$ cat config.mk
export PLATFORM = sky130hd
export DESIGN_NAME = mips_multi_cycle_controller
export DESIGN_NICKNAME = d
export VERILOG_FILES = /design/src/rtl/mips_mc_pkg.sv /design/src/rtl/mips_alu_decoder.sv /design/src/rtl/mips_multi_cycle_controller.sv
export SDC_FILE = /design/constraint.sdc
export NUM_CORES = 1
export LEC_CHECK = 0
export CORE_MARGIN = 2
export CORE_UTILIZATION = 30
export CTS_CLUSTER_SIZE = 24
export DETAILED_ROUTE_END_ITERATION = 8
export GPL_ROUTABILITY_DRIVEN = 0
export PLACE_DENSITY = 0.74
export SKIP_LAST_GASP = 1
export SLEW_MARGIN = 20
export SYNTH_ARGS = -nofsm -noshare
export SYNTH_HDL_FRONTEND = slang
export SYNTH_HIERARCHICAL = 1
export SYNTH_SLANG_ARGS = --single-unit
$ cat constraint.sdc
create_clock -name clock -period 2.1 [get_ports clock]
set_clock_uncertainty 0.05 [all_clocks]
set_input_delay 0.42 -clock clock [delete_from_list [all_inputs] [get_ports clock]]
set_output_delay 0.42 -clock clock [all_outputs]
set_load 0.01 [all_outputs]
$ cat src/rtl/mips_mc_pkg.sv
// mips_mc_pkg: shared states, opcode/func constants and datapath encodings for the multi-cycle MIPS controller
package mips_mc_pkg;

    typedef logic [3:0] state_t;

    localparam state_t S_FETCH    = 4'd0;
    localparam state_t S_DECODE   = 4'd1;
    localparam state_t S_MEM_ADDR = 4'd2;
    localparam state_t S_MEM_RD   = 4'd3;
    localparam state_t S_MEM_WB   = 4'd4;
    localparam state_t S_MEM_WR   = 4'd5;
    localparam state_t S_R_EXEC   = 4'd6;
    localparam state_t S_R_WB     = 4'd7;
    localparam state_t S_I_EXEC   = 4'd8;
    localparam state_t S_I_WB     = 4'd9;
    localparam state_t S_BRANCH   = 4'd10;
    localparam state_t S_JUMP     = 4'd11;
    localparam state_t S_JAL      = 4'd12;
    localparam state_t S_JR       = 4'd13;
    localparam state_t S_HALT     = 4'd14;

    localparam logic [5:0] OP_RTYPE = 6'b000000;
    localparam logic [5:0] OP_LW    = 6'b100011;
    localparam logic [5:0] OP_SW    = 6'b101011;
    localparam logic [5:0] OP_ADDI  = 6'b001000;
    localparam logic [5:0] OP_SLTI  = 6'b001010;
    localparam logic [5:0] OP_BEQ   = 6'b000100;
    localparam logic [5:0] OP_J     = 6'b000010;
    localparam logic [5:0] OP_JAL   = 6'b000011;

    localparam logic [5:0] FN_ADD = 6'b100000;
    localparam logic [5:0] FN_SUB = 6'b100010;
    localparam logic [5:0] FN_AND = 6'b100100;
    localparam logic [5:0] FN_OR  = 6'b100101;
    localparam logic [5:0] FN_SLT = 6'b101010;
    localparam logic [5:0] FN_JR  = 6'b001000;

    localparam logic [2:0] ALU_AND = 3'b000;
    localparam logic [2:0] ALU_OR  = 3'b001;
    localparam logic [2:0] ALU_ADD = 3'b010;
    localparam logic [2:0] ALU_SUB = 3'b110;
    localparam logic [2:0] ALU_SLT = 3'b111;

    localparam logic [1:0] PC_ALU    = 2'b00;
    localparam logic [1:0] PC_ALUOUT = 2'b01;
    localparam logic [1:0] PC_JUMP   = 2'b10;
    localparam logic [1:0] PC_REGA   = 2'b11;

    localparam logic [1:0] RD_RT = 2'b00;
    localparam logic [1:0] RD_RD = 2'b01;
    localparam logic [1:0] RD_RA = 2'b10;

    localparam logic [1:0] M2R_ALUOUT = 2'b00;
    localparam logic [1:0] M2R_MDR    = 2'b01;
    localparam logic [1:0] M2R_PC     = 2'b10;

    localparam logic [1:0] ASB_B      = 2'b00;
    localparam logic [1:0] ASB_FOUR   = 2'b01;
    localparam logic [1:0] ASB_IMM    = 2'b10;
    localparam logic [1:0] ASB_IMM_SH = 2'b11;

    function automatic state_t decode_next(input logic [5:0] opcode, input logic [5:0] func);
        return opcode == OP_RTYPE ? (func == FN_JR ? S_JR : S_R_EXEC) :
               (opcode == OP_LW || opcode == OP_SW) ? S_MEM_ADDR :
               (opcode == OP_ADDI || opcode == OP_SLTI) ? S_I_EXEC :
               opcode == OP_BEQ ? S_BRANCH :
               opcode == OP_J ? S_JUMP :
               opcode == OP_JAL ? S_JAL : S_HALT;
    endfunction

endpackage

$ cat src/rtl/mips_alu_decoder.sv
// mips_alu_decoder: maps an R-type func field to an ALU operation and flags unsupported funcs
module mips_alu_decoder
    import mips_mc_pkg::*;
(
    input  logic [5:0] func,
    output logic [2:0] alu_op,
    output logic       func_illegal
);

    // unsupported funcs fall back to AND and raise func_illegal so the FSM halts
    always_comb begin
        alu_op = func == FN_ADD ? ALU_ADD :
                 func == FN_SUB ? ALU_SUB :
                 func == FN_OR  ? ALU_OR  :
                 func == FN_SLT ? ALU_SLT : ALU_AND;
        func_illegal = !(func == FN_ADD || func == FN_SUB || func == FN_AND ||
                         func == FN_OR || func == FN_SLT);
    end

endmodule

$ cat src/rtl/mips_multi_cycle_controller.sv
// mips_multi_cycle_controller: multi-cycle MIPS control FSM; define MIPS_MC_PERF_CNT_EN to build the cycle/instruction counters
module mips_multi_cycle_controller
    import mips_mc_pkg::*;
#(
    parameter int CNT_W       = 32,
    parameter int MEM_TIMEOUT = 0
) (
    input  logic             clock,
    input  logic             rst,
    input  logic [5:0]       opcode,
    input  logic [5:0]       func,
    input  logic             zero,
    input  logic             mem_ready,
    output logic             iord,
    output logic             mem_read,
    output logic             mem_write,
    output logic             ir_write,
    output logic             pc_load,
    output logic [1:0]       pc_src,
    output logic [1:0]       reg_dst,
    output logic [1:0]       mem_to_reg,
    output logic             reg_write,
    output logic             alu_src_a,
    output logic [1:0]       alu_src_b,
    output logic [2:0]       alu_op,
    output logic             instr_done,
    output logic             halted,
    output logic [CNT_W-1:0] cycle_cnt,
    output logic [CNT_W-1:0] instr_cnt
);

    state_t     state, state_nxt;
    logic [2:0] r_alu_op;
    logic       func_illegal;
    logic       timeout;

    mips_alu_decoder u_alu_dec (
        .func         (func),
        .alu_op       (r_alu_op),
        .func_illegal (func_illegal)
    );

    // FSM state; reset parks it in FETCH and abandons any access in flight
    always_ff @(posedge clock or negedge rst) begin
        if (!rst) state <= S_FETCH;
        else      state <= state_nxt;
    end

    generate
        if (MEM_TIMEOUT != 0) begin : g_timeout
            logic        waiting;
            logic [31:0] wait_cnt;
            assign waiting = (state == S_FETCH || state == S_MEM_RD || state == S_MEM_WR) && !mem_ready;
            // length of the current stall; cleared as soon as the access completes or the FSM moves on
            always_ff @(posedge clock or negedge rst) begin
                if (!rst) wait_cnt <= '0;
                else      wait_cnt <= waiting ? wait_cnt + 32'd1 : '0;
            end
            assign timeout = waiting && wait_cnt >= 32'(MEM_TIMEOUT);
        end else begin : g_no_timeout
            assign timeout = 1'b0;
        end
    endgenerate

    // next state plus all control outputs; outputs are held at 0 while rst is low
    always_comb begin
        state_nxt  = state;
        iord       = 1'b0;
        mem_read   = 1'b0;
        mem_write  = 1'b0;
        ir_write   = 1'b0;
        pc_load    = 1'b0;
        pc_src     = PC_ALU;
        reg_dst    = RD_RT;
        mem_to_reg = M2R_ALUOUT;
        reg_write  = 1'b0;
        alu_src_a  = 1'b0;
        alu_src_b  = ASB_B;
        alu_op     = ALU_AND;
        instr_done = 1'b0;
        halted     = 1'b0;
        if (rst) begin
            case (state)
                S_FETCH: begin
                    mem_read  = 1'b1;
                    alu_src_b = ASB_FOUR;
                    alu_op    = ALU_ADD;
                    ir_write  = mem_ready;
                    pc_load   = mem_ready;
                    state_nxt = mem_ready ? S_DECODE : timeout ? S_HALT : S_FETCH;
                end
                S_DECODE: begin
                    alu_src_b = ASB_IMM_SH;
                    alu_op    = ALU_ADD;
                    state_nxt = decode_next(opcode, func);
                end
                S_MEM_ADDR: begin
                    alu_src_a = 1'b1;
                    alu_src_b = ASB_IMM;
                    alu_op    = ALU_ADD;
                    state_nxt = opcode == OP_LW ? S_MEM_RD : S_MEM_WR;
                end
                S_MEM_RD: begin
                    iord      = 1'b1;
                    mem_read  = 1'b1;
                    state_nxt = mem_ready ? S_MEM_WB : timeout ? S_HALT : S_MEM_RD;
                end
                S_MEM_WB: begin
                    mem_to_reg = M2R_MDR;
                    reg_write  = 1'b1;
                    state_nxt  = S_FETCH;
                end
                S_MEM_WR: begin
                    iord      = 1'b1;
                    mem_write = 1'b1;
                    state_nxt = mem_ready ? S_FETCH : timeout ? S_HALT : S_MEM_WR;
                end
                S_R_EXEC: begin
                    alu_src_a = 1'b1;
                    alu_op    = r_alu_op;
                    state_nxt = func_illegal ? S_HALT : S_R_WB;
                end
                S_R_WB: begin
                    reg_dst   = RD_RD;
                    reg_write = 1'b1;
                    state_nxt = S_FETCH;
                end
                S_I_EXEC: begin
                    alu_src_a = 1'b1;
                    alu_src_b = ASB_IMM;
                    alu_op    = opcode == OP_SLTI ? ALU_SLT : ALU_ADD;
                    state_nxt = S_I_WB;
                end
                S_I_WB: begin
                    reg_write = 1'b1;
                    state_nxt = S_FETCH;
                end
                S_BRANCH: begin
                    alu_src_a = 1'b1;
                    alu_op    = ALU_SUB;
                    pc_src    = PC_ALUOUT;
                    pc_load   = zero;
                    state_nxt = S_FETCH;
                end
                S_JUMP: begin
                    pc_src    = PC_JUMP;
                    pc_load   = 1'b1;
                    state_nxt = S_FETCH;
                end
                S_JAL: begin
                    pc_src     = PC_JUMP;
                    pc_load    = 1'b1;
                    reg_dst    = RD_RA;
                    mem_to_reg = M2R_PC;
                    reg_write  = 1'b1;
                    state_nxt  = S_FETCH;
                end
                S_JR: begin
                    pc_src    = PC_REGA;
                    pc_load   = 1'b1;
                    state_nxt = S_FETCH;
                end
                default: begin
                    halted    = 1'b1;
                    state_nxt = S_HALT;
                end
            endcase
            instr_done = state != S_FETCH && state_nxt == S_FETCH;
        end
    end

`ifdef MIPS_MC_PERF_CNT_EN
    // active-cycle and retired-instruction counters, both frozen while halted
    always_ff @(posedge clock or negedge rst) begin
        if (!rst) begin
            cycle_cnt <= '0;
            instr_cnt <= '0;
        end else begin
            if (state != S_HALT) cycle_cnt <= cycle_cnt + CNT_W'(1);
            if (instr_done)      instr_cnt <= instr_cnt + CNT_W'(1);
        end
    end
`else
    assign cycle_cnt = '0;
    assign instr_cnt = '0;
`endif

endmodule

==> impl_results.md, run 1 <==
* Row cnt at 24
* Initial antenna violation count at 0
* Height of the die at 70.6 µm
* Slew Viols, Final at 0
* Setup TNS at -571 ps
* Routed vias at 1500
* I/O Pins at 100
* RSZ-0062 raised after global routing: yes
* Met3 usage at 1.99%
* H-tree depth at 1
* Violated checks: setup timing
* Vias per inst at 4.41
* Fmax at 414 MHz
* Largest cells by area after synthesis: buf_4, dfrtp_1, nand2_1
* Most frequent cells in the layout: conb_1, buf_4, nand2_1, nor2_1
* Distinct cells, synth at 47
* Share of cells above drive strength 1 at 39.2%
* Largest regs: state (4)
* Final setup violation count at 4
* Port buffer count at 35
* GRT met1 Usage at 16.8%
* Largest net degree at the start of global routing at 11
* Worst-Skew Late Latency at 210 ps
* Final hold slack at 297 ps
* VDD IR-drop max at 0.414 mV
* First-iteration detailed-routing DRC count at 104
* Number of max-cap violations at 0
* Largest Register: state
* Post-synth top area cell: buf_4
* Initial core utilization at 30.7%
* Reg-to-reg endpoint: state[1]
* Remaining antenna violation count at 0
* Async S/R FF share, synth at 100%
* Antenna Cells at 0
* HPWL after DPL at 2720 µm
* Outcome: complete, but fails checks
* Placed instance count at 320
* Vias in the first global route at 1344
* Non-filler instance count after layout at 340
* Final Hold Viols at 0
* CP max FO at 4
* Worst r2r src: state[1]
* Type of the tightest min-delay check: input pin to async pin
* CTS tree: built
* Final min period at 2410 ps
* Synth Instances at 196
* Wire length per cell at 10.8 µm
* CTS Buf Count at 3
* Final Util at 46.7%
* Total congestion overflow at 0
* Commonest non-fill, non-tap cell in the layout: conb_1
* Area Overhead vs Synth at 52.0%
* Fillers at 444
* Core area at 4320 µm²
* Crit Path Category: input pin to output pin
* Total GRT Usage at 13.7%
* Critical Path AT at 1940 ps
* Busiest layer in global routing: met2
* CTS Hold Bufs at 0
* Post-synthesis sequential element count at 4
* Die width at 70.6 µm
* DRC viols at 0
* DP Area at 1810 µm²
* Number of synthesized flops with an enable pin at 0
* Critical Path RT at 1630 ps
* P per Cell Area at 871 nW/µm²
* Syn Std Cell Area at 1330 µm²
* Syn_area_per_cell at 6.78 µm²
* First-pass GRT wire length at 5840 µm
* Fin crit share at 115%
* Die area at 4980 µm²
* Synth warn at 6
* Design area at 2020 µm²
* # clock sinks at 4
* R2R depth at 6
* Worst-path clk slew at 30 ps
* Longest Clk Path Bufs at 2
* Main synth FF type: dfrtp_1
* Crit path launch type: input pin
* Post-synth top area share at 37.3%
* Final WS setup at -315 ps
* Post-Route WL at 3660 µm
* Static Leak at 1.09 nW
* R2r setup slk at 310 ps
* Worst setup EP type: output pin
* Max reg flops at 4
* Global Route met2 Usage at 25.1%
* Root Buffer Master: clkbuf_8
* Layout Nets at 306
* Sequential share of the synthesized area at 7.53%
* Router iterations before antenna repair at 4
[stage by stage]
step	total power, mW	worst slack [ps]
finish	1.76	-315
global route	1.91	-421
CTS	1.67	-335
detailed placement	1.42	-1010
global placement	1.41	-991
floorplan	0.892	106
[metal layers]
layer / share of wire, % / routed length, µm / vias to the layer above
li1: - / - / 735
met1: 41 / 1490 / 693
met2: 52 / 1910 / 68
met3: 6.2 / 228 / 4
met4: 0.79 / 29 / 0
met5: 0 / 0 / -
[worst max-delay path by stage]
stage	from	endpoint	slack, ps
CTS	state[1]	instr_done	-340
floorplan	opcode[0]	instr_done	110
finish	opcode[4]	instr_done	-310
global placement	opcode[0]	instr_done	-990
detailed placement	opcode[0]	instr_done	-1010
global route	state[1]	instr_done	-420
[area by class of cell]
cell class | count | area, µm² | area share (%)
well taps | 52 | 65.1 | 3.22
flip-flops and latches | 4 | 103 | 5.08
multi-input cells | 177 | 1010 | 50.1
repair buffers | 99 | 779 | 38.6
inverters | 5 | 18.8 | 0.929
clock buffers | 3 | 41.3 | 2.04
[cell usage after synthesis, types with 2 or more instances]
master / number
nor3_1: 3
nor2b_1: 3
nand3_1: 3
dfrtp_1: 4
nand4bb_1: 2
buf_2: 2
buf_4: 66
nand4_1: 3
nor3_2: 2
nand2_1: 20
or2b_1: 2
o22ai_1: 4
nand2b_1: 2
nor3b_1: 2
o21a_1: 2
nor2_1: 17
a211o_1: 2
clkbuf_1: 5
o21ai_0: 8
and2_1: 2
a21oi_1: 10
inv_1: 5
nor4_1: 3
[worst max-delay path, cell delays in order]
cell             delay [ps]
clkdlybuf4s15_2         220
nor2_2                  140
a41oi_2                 140
a221o_1                 390
a311o_1                 290
nor3_2                  180
buf_2                   150
[logic make-up (layout without fill, tap and decap cells)]
logic type	after synthesis	after routing	synth area share, %
compound gates	38	38	19.4
buf+inv	78	107	40.9
flops	4	4	7.53
mux	2	2	1.60
other cells	1	64	0.282
simple gates	73	73	30.3
[where the power goes]
group | switching [mW] | leakage (nW) | total [mW] | internal (mW)
clock network | 0.0362 | 0.0216 | 0.158 | 0.122
logic | 0.707 | 1.02 | 1.45 | 0.739
registers | 0.0397 | 0.0464 | 0.154 | 0.114
[repair_timing]
| item | in CTS | in global routing |
|---|---|---|
| setup endpoints to repair | 21 | 20 |
| buffers inserted | 13 | 5 |
| pin swaps | 13 | 12 |
| gates resized for setup | 79 | 43 |
| hold endpoints to repair | 0 | 0 |
(Power assumes the default switching activity.)
==> inputs of run 2 (changes only) <==
--- a/config.mk
+++ b/config.mk
@@ -6,11 +6,11 @@
 export NUM_CORES = 1
 export LEC_CHECK = 0
 export CORE_MARGIN = 2
-export CORE_UTILIZATION = 30
+export CORE_UTILIZATION = 35
 export CTS_CLUSTER_SIZE = 24
 export DETAILED_ROUTE_END_ITERATION = 8
 export GPL_ROUTABILITY_DRIVEN = 0
-export PLACE_DENSITY = 0.74
+export PLACE_DENSITY = 0.84
 export SKIP_LAST_GASP = 1
 export SLEW_MARGIN = 20
 export SYNTH_ARGS = -nofsm -noshare
==> impl_results.md, run 2 (synthesis results as in run 1) <==
* Share of cells above drive strength 1 at 35.6% (was 39.2%)
* Crit path cell chain: or4b_4, a41oi_2, a221o_1, a311o_1, nor3_2, buf_2 (was clkdlybuf4s15_2, nor2_2, a41oi_2, a221o_1, a311o_1, nor3_2, buf_2)
* Remaining antenna violation count at 0 (unchanged)
* Layout Nets at 299 (was 306)
* Design area at 2000 µm² (was 2020 µm²)
* RSZ-0062 raised after global routing: yes (unchanged)
* Row cnt at 22 (was 24)
* Vias in the first global route at 1321 (was 1344)
* Die area at 4310 µm² (was 4980 µm²)
* Critical Path RT at 1630 ps (about the same)
* Fillers at 334 (was 444)
* Initial antenna violation count at 0 (unchanged)
* Worst setup EP type: output pin (unchanged)
* P per Cell Area at 915 nW/µm² (was 871 nW/µm²)
* Slew Viols, Final at 0 (unchanged)
* Initial core utilization at 36.3% (was 30.7%)
* Commonest non-fill, non-tap cell in the layout: conb_1 (unchanged)
* Crit path max-delay family: simple AND/OR/NAND/NOR gates (was compound AO/OA/AOI/OAI gates)
* H-tree depth at 1 (unchanged)
* DP Area at 1790 µm² (was 1810 µm²)
* VDD IR-drop max at 0.743 mV (was 0.414 mV)
* Slowest stage delay, CP at 580 ps (was 390 ps)
* Final min period at 2450 ps (was 2410 ps)
* Die width at 65.6 µm (was 70.6 µm)
* Area Overhead vs Synth at 50.5% (was 52.0%)
* Placed instance count at 314 (was 320)
* Final Power at 1.83 mW (was 1.76 mW)
* Violated checks: setup timing (unchanged)
* Max reg flops at 4 (unchanged)
* Post-Route WL at 3880 µm (was 3660 µm)
* Clock power frac at 8.6% (was 9.0%)
* Final Hold Viols at 0 (unchanged)
* Most frequent cells in the layout: conb_1, buf_4, nand2_1, dlygate4sd2_1, nor2_1 (was conb_1, buf_4, nand2_1, nor2_1)
* Final Util at 54.6% (was 46.7%)
* Longest Clk Path Bufs at 2 (unchanged)
* Fmax at 409 MHz (was 414 MHz)
* Port buffer count at 35 (unchanged)
* Comb pwr share at 82.6% (was 82.3%)
* First-iteration detailed-routing DRC count at 48 (was 104)
* # clock sinks at 4 (unchanged)
* First-pass GRT wire length at 5800 µm (was 5840 µm)
* Type of the tightest min-delay check: input pin to async pin (unchanged)
* Non-filler instance count after layout at 329 (was 340)
* Largest regs: state (4) (unchanged)
* Number of max-cap violations at 0 (unchanged)
* Worst slack, placed at -1010 ps (about the same)
* Largest net degree at the start of global routing at 18 (was 11)
* Core area at 3660 µm² (was 4320 µm²)
* Crit path launch type: register (was input pin)
* Largest Register: state (unchanged)
* Crit Path Category: register to output pin (was input pin to output pin)
* Final hold slack at 349 ps (was 297 ps)
* Worst-path clk slew at 30 ps (about the same)
* Vias per inst at 4.60 (was 4.41)
* P_sw at 823 µW (was 783 µW)
* Final setup violation count at 10 (was 4)
* Fin crit share at 117% (was 115%)
* Routed vias at 1512 (was 1500)
* Wire length per cell at 11.8 µm (was 10.8 µm)
* DRC viols at 0 (unchanged)
* Static Leak at 1.02 nW (was 1.09 nW)
* Router iterations before antenna repair at 4 (unchanged)
* Root Buffer Master: clkbuf_8 (unchanged)
* Total congestion overflow at 0 (unchanged)
* I/O Pins at 100 (unchanged)
* Worst path bufs/invs at 1 (was 2)
* HPWL after DPL at 2750 µm (was 2720 µm)
* Final WS setup at -347 ps (was -315 ps)
* Total GRT Usage at 16.7% (was 13.7%)
* Outcome: complete, but fails checks (unchanged)
* CP max FO at 5 (was 4)
* P_int at 1.01 mW (was 975 µW)
* CTS Buf Count at 3 (unchanged)
* Worst-Skew Late Latency at 210 ps (about the same)
* Seq pwr share at 8.8% (was 8.7%)
* Height of the die at 65.6 µm (was 70.6 µm)
* Slowest-stage cell, CP: or4b_4 (was a221o_1)
* Setup TNS at -1390 ps (was -571 ps)
* Critical Path AT at 1980 ps (was 1940 ps)
* CTS tree: built (unchanged)
* Antenna Cells at 0 (unchanged)
* CTS Hold Bufs at 0 (unchanged)
* Sw Share at 45.0% (was 44.5%)
-- run 2: area by class of cell --
cell class | instances | area (µm²) | area share (%)
repair buffers | 92 | 747 | 37.4
flip-flops and latches | 4 | 103 | 5.13
well taps | 48 | 60.1 | 3.00
inverters | 5 | 18.8 | 0.939
clock buffers | 3 | 41.3 | 2.07
multi-input cells | 177 | 1030 | 51.5
-- run 2: repair_timing --
| action | in CTS | in global routing |
|---|---|---|
| resized for setup | 84 | 28 |
| setup endpoints to repair | 21 | 14 |
| setup buffers | 8 | 4 |
| pin swaps | 15 | 20 |
-- run 2: power by group through the flow --
stage	Sequential, mW	Combinational, mW	Clock, mW
after floorplan	0.142	0.750	0
final	0.161	1.51	0.158
after CTS	0.155	1.37	0.163
after global placement	0.150	1.25	0
after global routing	0.164	1.63	0.170
after detailed placement	0.153	1.28	0
-- run 2: layer usage --
| metal | GRT usage [%] | up-vias | share of wire (%) |
|---|---|---|---|
| li1 | - | 718 | - |
| met1 | 18.6 | 691 | 37 |
| met2 | 31.1 | 88 | 53 |
| met3 | 2.23 | 15 | 7.2 |
| met4 | 7.29 | 0 | 2.9 |
| met5 | 0 | - | 0 |
-- run 2: final timing paths --
kind | end | startpoint | cells after the start | slack (ps)
hold reg to reg | state[3] | state[3] | 1 | 540
setup reg to reg | state[3] | state[3] | 6 | 260
setup / recovery | instr_done | state[3] | 6 | -350
hold / removal | state[3] | rst | 2 | 350
max in group asynchronous | state[2] | rst | 2 | 1500
min in group clock | state[3] | state[3] | 1 | 540
==> inputs of run 3 (changes only) <==
--- a/config.mk
+++ b/config.mk
@@ -10,7 +10,7 @@
 export CTS_CLUSTER_SIZE = 24
 export DETAILED_ROUTE_END_ITERATION = 8
 export GPL_ROUTABILITY_DRIVEN = 0
-export PLACE_DENSITY = 0.84
+export PLACE_DENSITY = 0.83
 export SKIP_LAST_GASP = 1
 export SLEW_MARGIN = 20
 export SYNTH_ARGS = -nofsm -noshare
==> impl_results.md, run 3 (synthesis results as in run 1) <==
* Final WS setup at -352 ps (was -347 ps)
* Met2 routed WL at 2310 µm (was 2060 µm)
* Worst path bufs/invs at 2 (was 1)
* Critical Path AT at 1980 ps (about the same)
* Slowest stage delay, CP at 490 ps (was 580 ps)
* Final Power at 1.98 mW (was 1.83 mW)
* Final setup violation count at 8 (was 10)
* Wire length per cell at 13.1 µm (was 11.8 µm)
* Longest Clk Path Bufs at 2 (unchanged)
* Type of the tightest min-delay check: input pin to async pin (unchanged)
* I/O Pins at 100 (unchanged)
* Final Hold Viols at 0 (unchanged)
* Outcome: complete, but fails checks (unchanged)
* First-iteration detailed-routing DRC count at 60 (was 48)
* Setup TNS at -1190 ps (was -1390 ps)
* CTS Hold Bufs at 0 (unchanged)
* RSZ-0062 raised after global routing: yes (unchanged)
* Total GRT Usage at 19.1% (was 16.7%)
* Crit Path Category: register to output pin (unchanged)
* Fmax at 408 MHz (was 409 MHz)
* Commonest non-fill, non-tap cell in the layout: conb_1 (unchanged)
* Number of max-cap violations at 0 (unchanged)
* Most frequent cells in the layout: conb_1, buf_4, nand2_1, buf_6, nor2_1 (was conb_1, buf_4, nand2_1, dlygate4sd2_1, nor2_1)
* Violated checks: setup timing (unchanged)
* First-pass GRT wire length at 6540 µm (was 5800 µm)
* Met3 Routed Length at 325 µm (was 280 µm)
* Routed vias at 1599 (was 1512)
* Worst-path clk slew at 30 ps (about the same)
* CP max FO at 3 (was 5)
* Row cnt at 22 (unchanged)
* CTS Buf Count at 3 (unchanged)
* Setup crit start: state[1] (was state[3])
* Crit path cell chain: buf_4, or4b_4, a41oi_2, a221o_1, a311o_1, nor3_2, buf_2 (was or4b_4, a41oi_2, a221o_1, a311o_1, nor3_2, buf_2)
* Initial antenna violation count at 0 (unchanged)
* Worst r2r src: state[1] (was state[3])
* HPWL after DPL at 2810 µm (was 2750 µm)
* VDD IR-drop max at 0.620 mV (was 0.743 mV)
* Crit path launch type: register (unchanged)
* Max layer used: met4 (unchanged)
* DRC viols at 0 (unchanged)
* Die area at 4310 µm² (unchanged)
* Max reg flops at 4 (unchanged)
* Core area at 3660 µm² (unchanged)
* Die width at 65.6 µm (unchanged)
* Post-Route WL at 4410 µm (was 3880 µm)
* Crit path max-delay family: simple AND/OR/NAND/NOR gates (unchanged)
* Share of cells above drive strength 1 at 41.2% (was 35.6%)
* Initial core utilization at 36.3% (unchanged)
* H-tree depth at 1 (unchanged)
* Slowest-stage cell, CP: or4b_4 (unchanged)
* Worst setup EP type: output pin (unchanged)
* Vias per inst at 4.74 (was 4.60)
* Final min period at 2450 ps (about the same)
* Total congestion overflow at 0 (unchanged)
* Largest Register: state (unchanged)
* M1 WL at 1590 µm (was 1430 µm)
* Largest net degree at the start of global routing at 12 (was 18)
* Router iterations before antenna repair at 5 (was 4)
* # clock sinks at 4 (unchanged)
* Root Buffer Master: clkbuf_8 (unchanged)
* Final Util at 56.2% (was 54.6%)
* CTS tree: built (unchanged)
* Static Leak at 1.06 nW (was 1.02 nW)
* Height of the die at 65.6 µm (unchanged)
* Critical Path RT at 1630 ps (about the same)
* Placed instance count at 315 (was 314)
* Fin crit share at 117% (about the same)
* Vias in the first global route at 1485 (was 1321)
* Antenna Cells at 0 (unchanged)
* Largest regs: state (4) (unchanged)
* Area Overhead vs Synth at 54.9% (was 50.5%)
* Port buffer count at 35 (unchanged)
* Remaining antenna violation count at 0 (unchanged)
* Slew Viols, Final at 0 (unchanged)
* Worst-Skew Late Latency at 210 ps (about the same)
* Non-filler instance count after layout at 337 (was 329)
* Layout Nets at 307 (was 299)
* P per Cell Area at 961 nW/µm² (was 915 nW/µm²)
* Worst slack, placed at -1080 ps (was -1010 ps)
run 3: cell count changes in the layout (fill, tap and decap cells not counted), sizes merged:
cell,before,now
buf,66,75
clkbuf,7,13
dlygate4sd2,14,10
clkdlybuf4s50,4,1
run 3: per-layer routing:
layer / track usage [%] / vias up
met4: 10.9 / 0
met3: 2.74 / 25
met2: 35.6 / 104
li1: - / 736
met1: 20.3 / 734
met5: 0 / -
run 3: cell type report:
type	instances	area, µm²
Sequential cell	4	101
Clock buffer	3	41.3
Timing Repair Buffer	100	797
Tap cell	48	60.1
Inverter	5	18.8
Fill cell	327	1600
Multi-Input combinational cell	177	1040
run 3: stage by stage:
| step | area [µm²] | hold slack [ps] |
|---|---|---|
| after CTS | 1990 | 325 |
| after floorplan | 1570 | 74.4 |
| after global routing | 2060 | 353 |
| final | 2060 | 332 |
| after detailed placement | 1800 | 520 |
| after global placement | 1800 | 512 |
run 3: where the power goes:
group | internal [mW] | switching, mW
combinational | 0.843 | 0.818
clock | 0.122 | 0.0369
sequential | 0.112 | 0.0454
total | 1.08 | 0.900
run 3: path summary, 6_finish.rpt:
kind,end,slack (ps),cells past startpoint
max,instr_done,-350,7
min,state[1],330,2
max reg2reg,state[2],310,6
min reg2reg,state[3],550,1
max in group asynchronous,state[2],1550,2
min in group clock,state[3],550,1
run 3: what timing repair did:
item                                    4_1_cts  5_1_grt
endpoints found under the setup margin       21       16
cloned                                        0        0
resized for setup                            92       47
setup buffers                                15        5
pin swaps                                    16       12
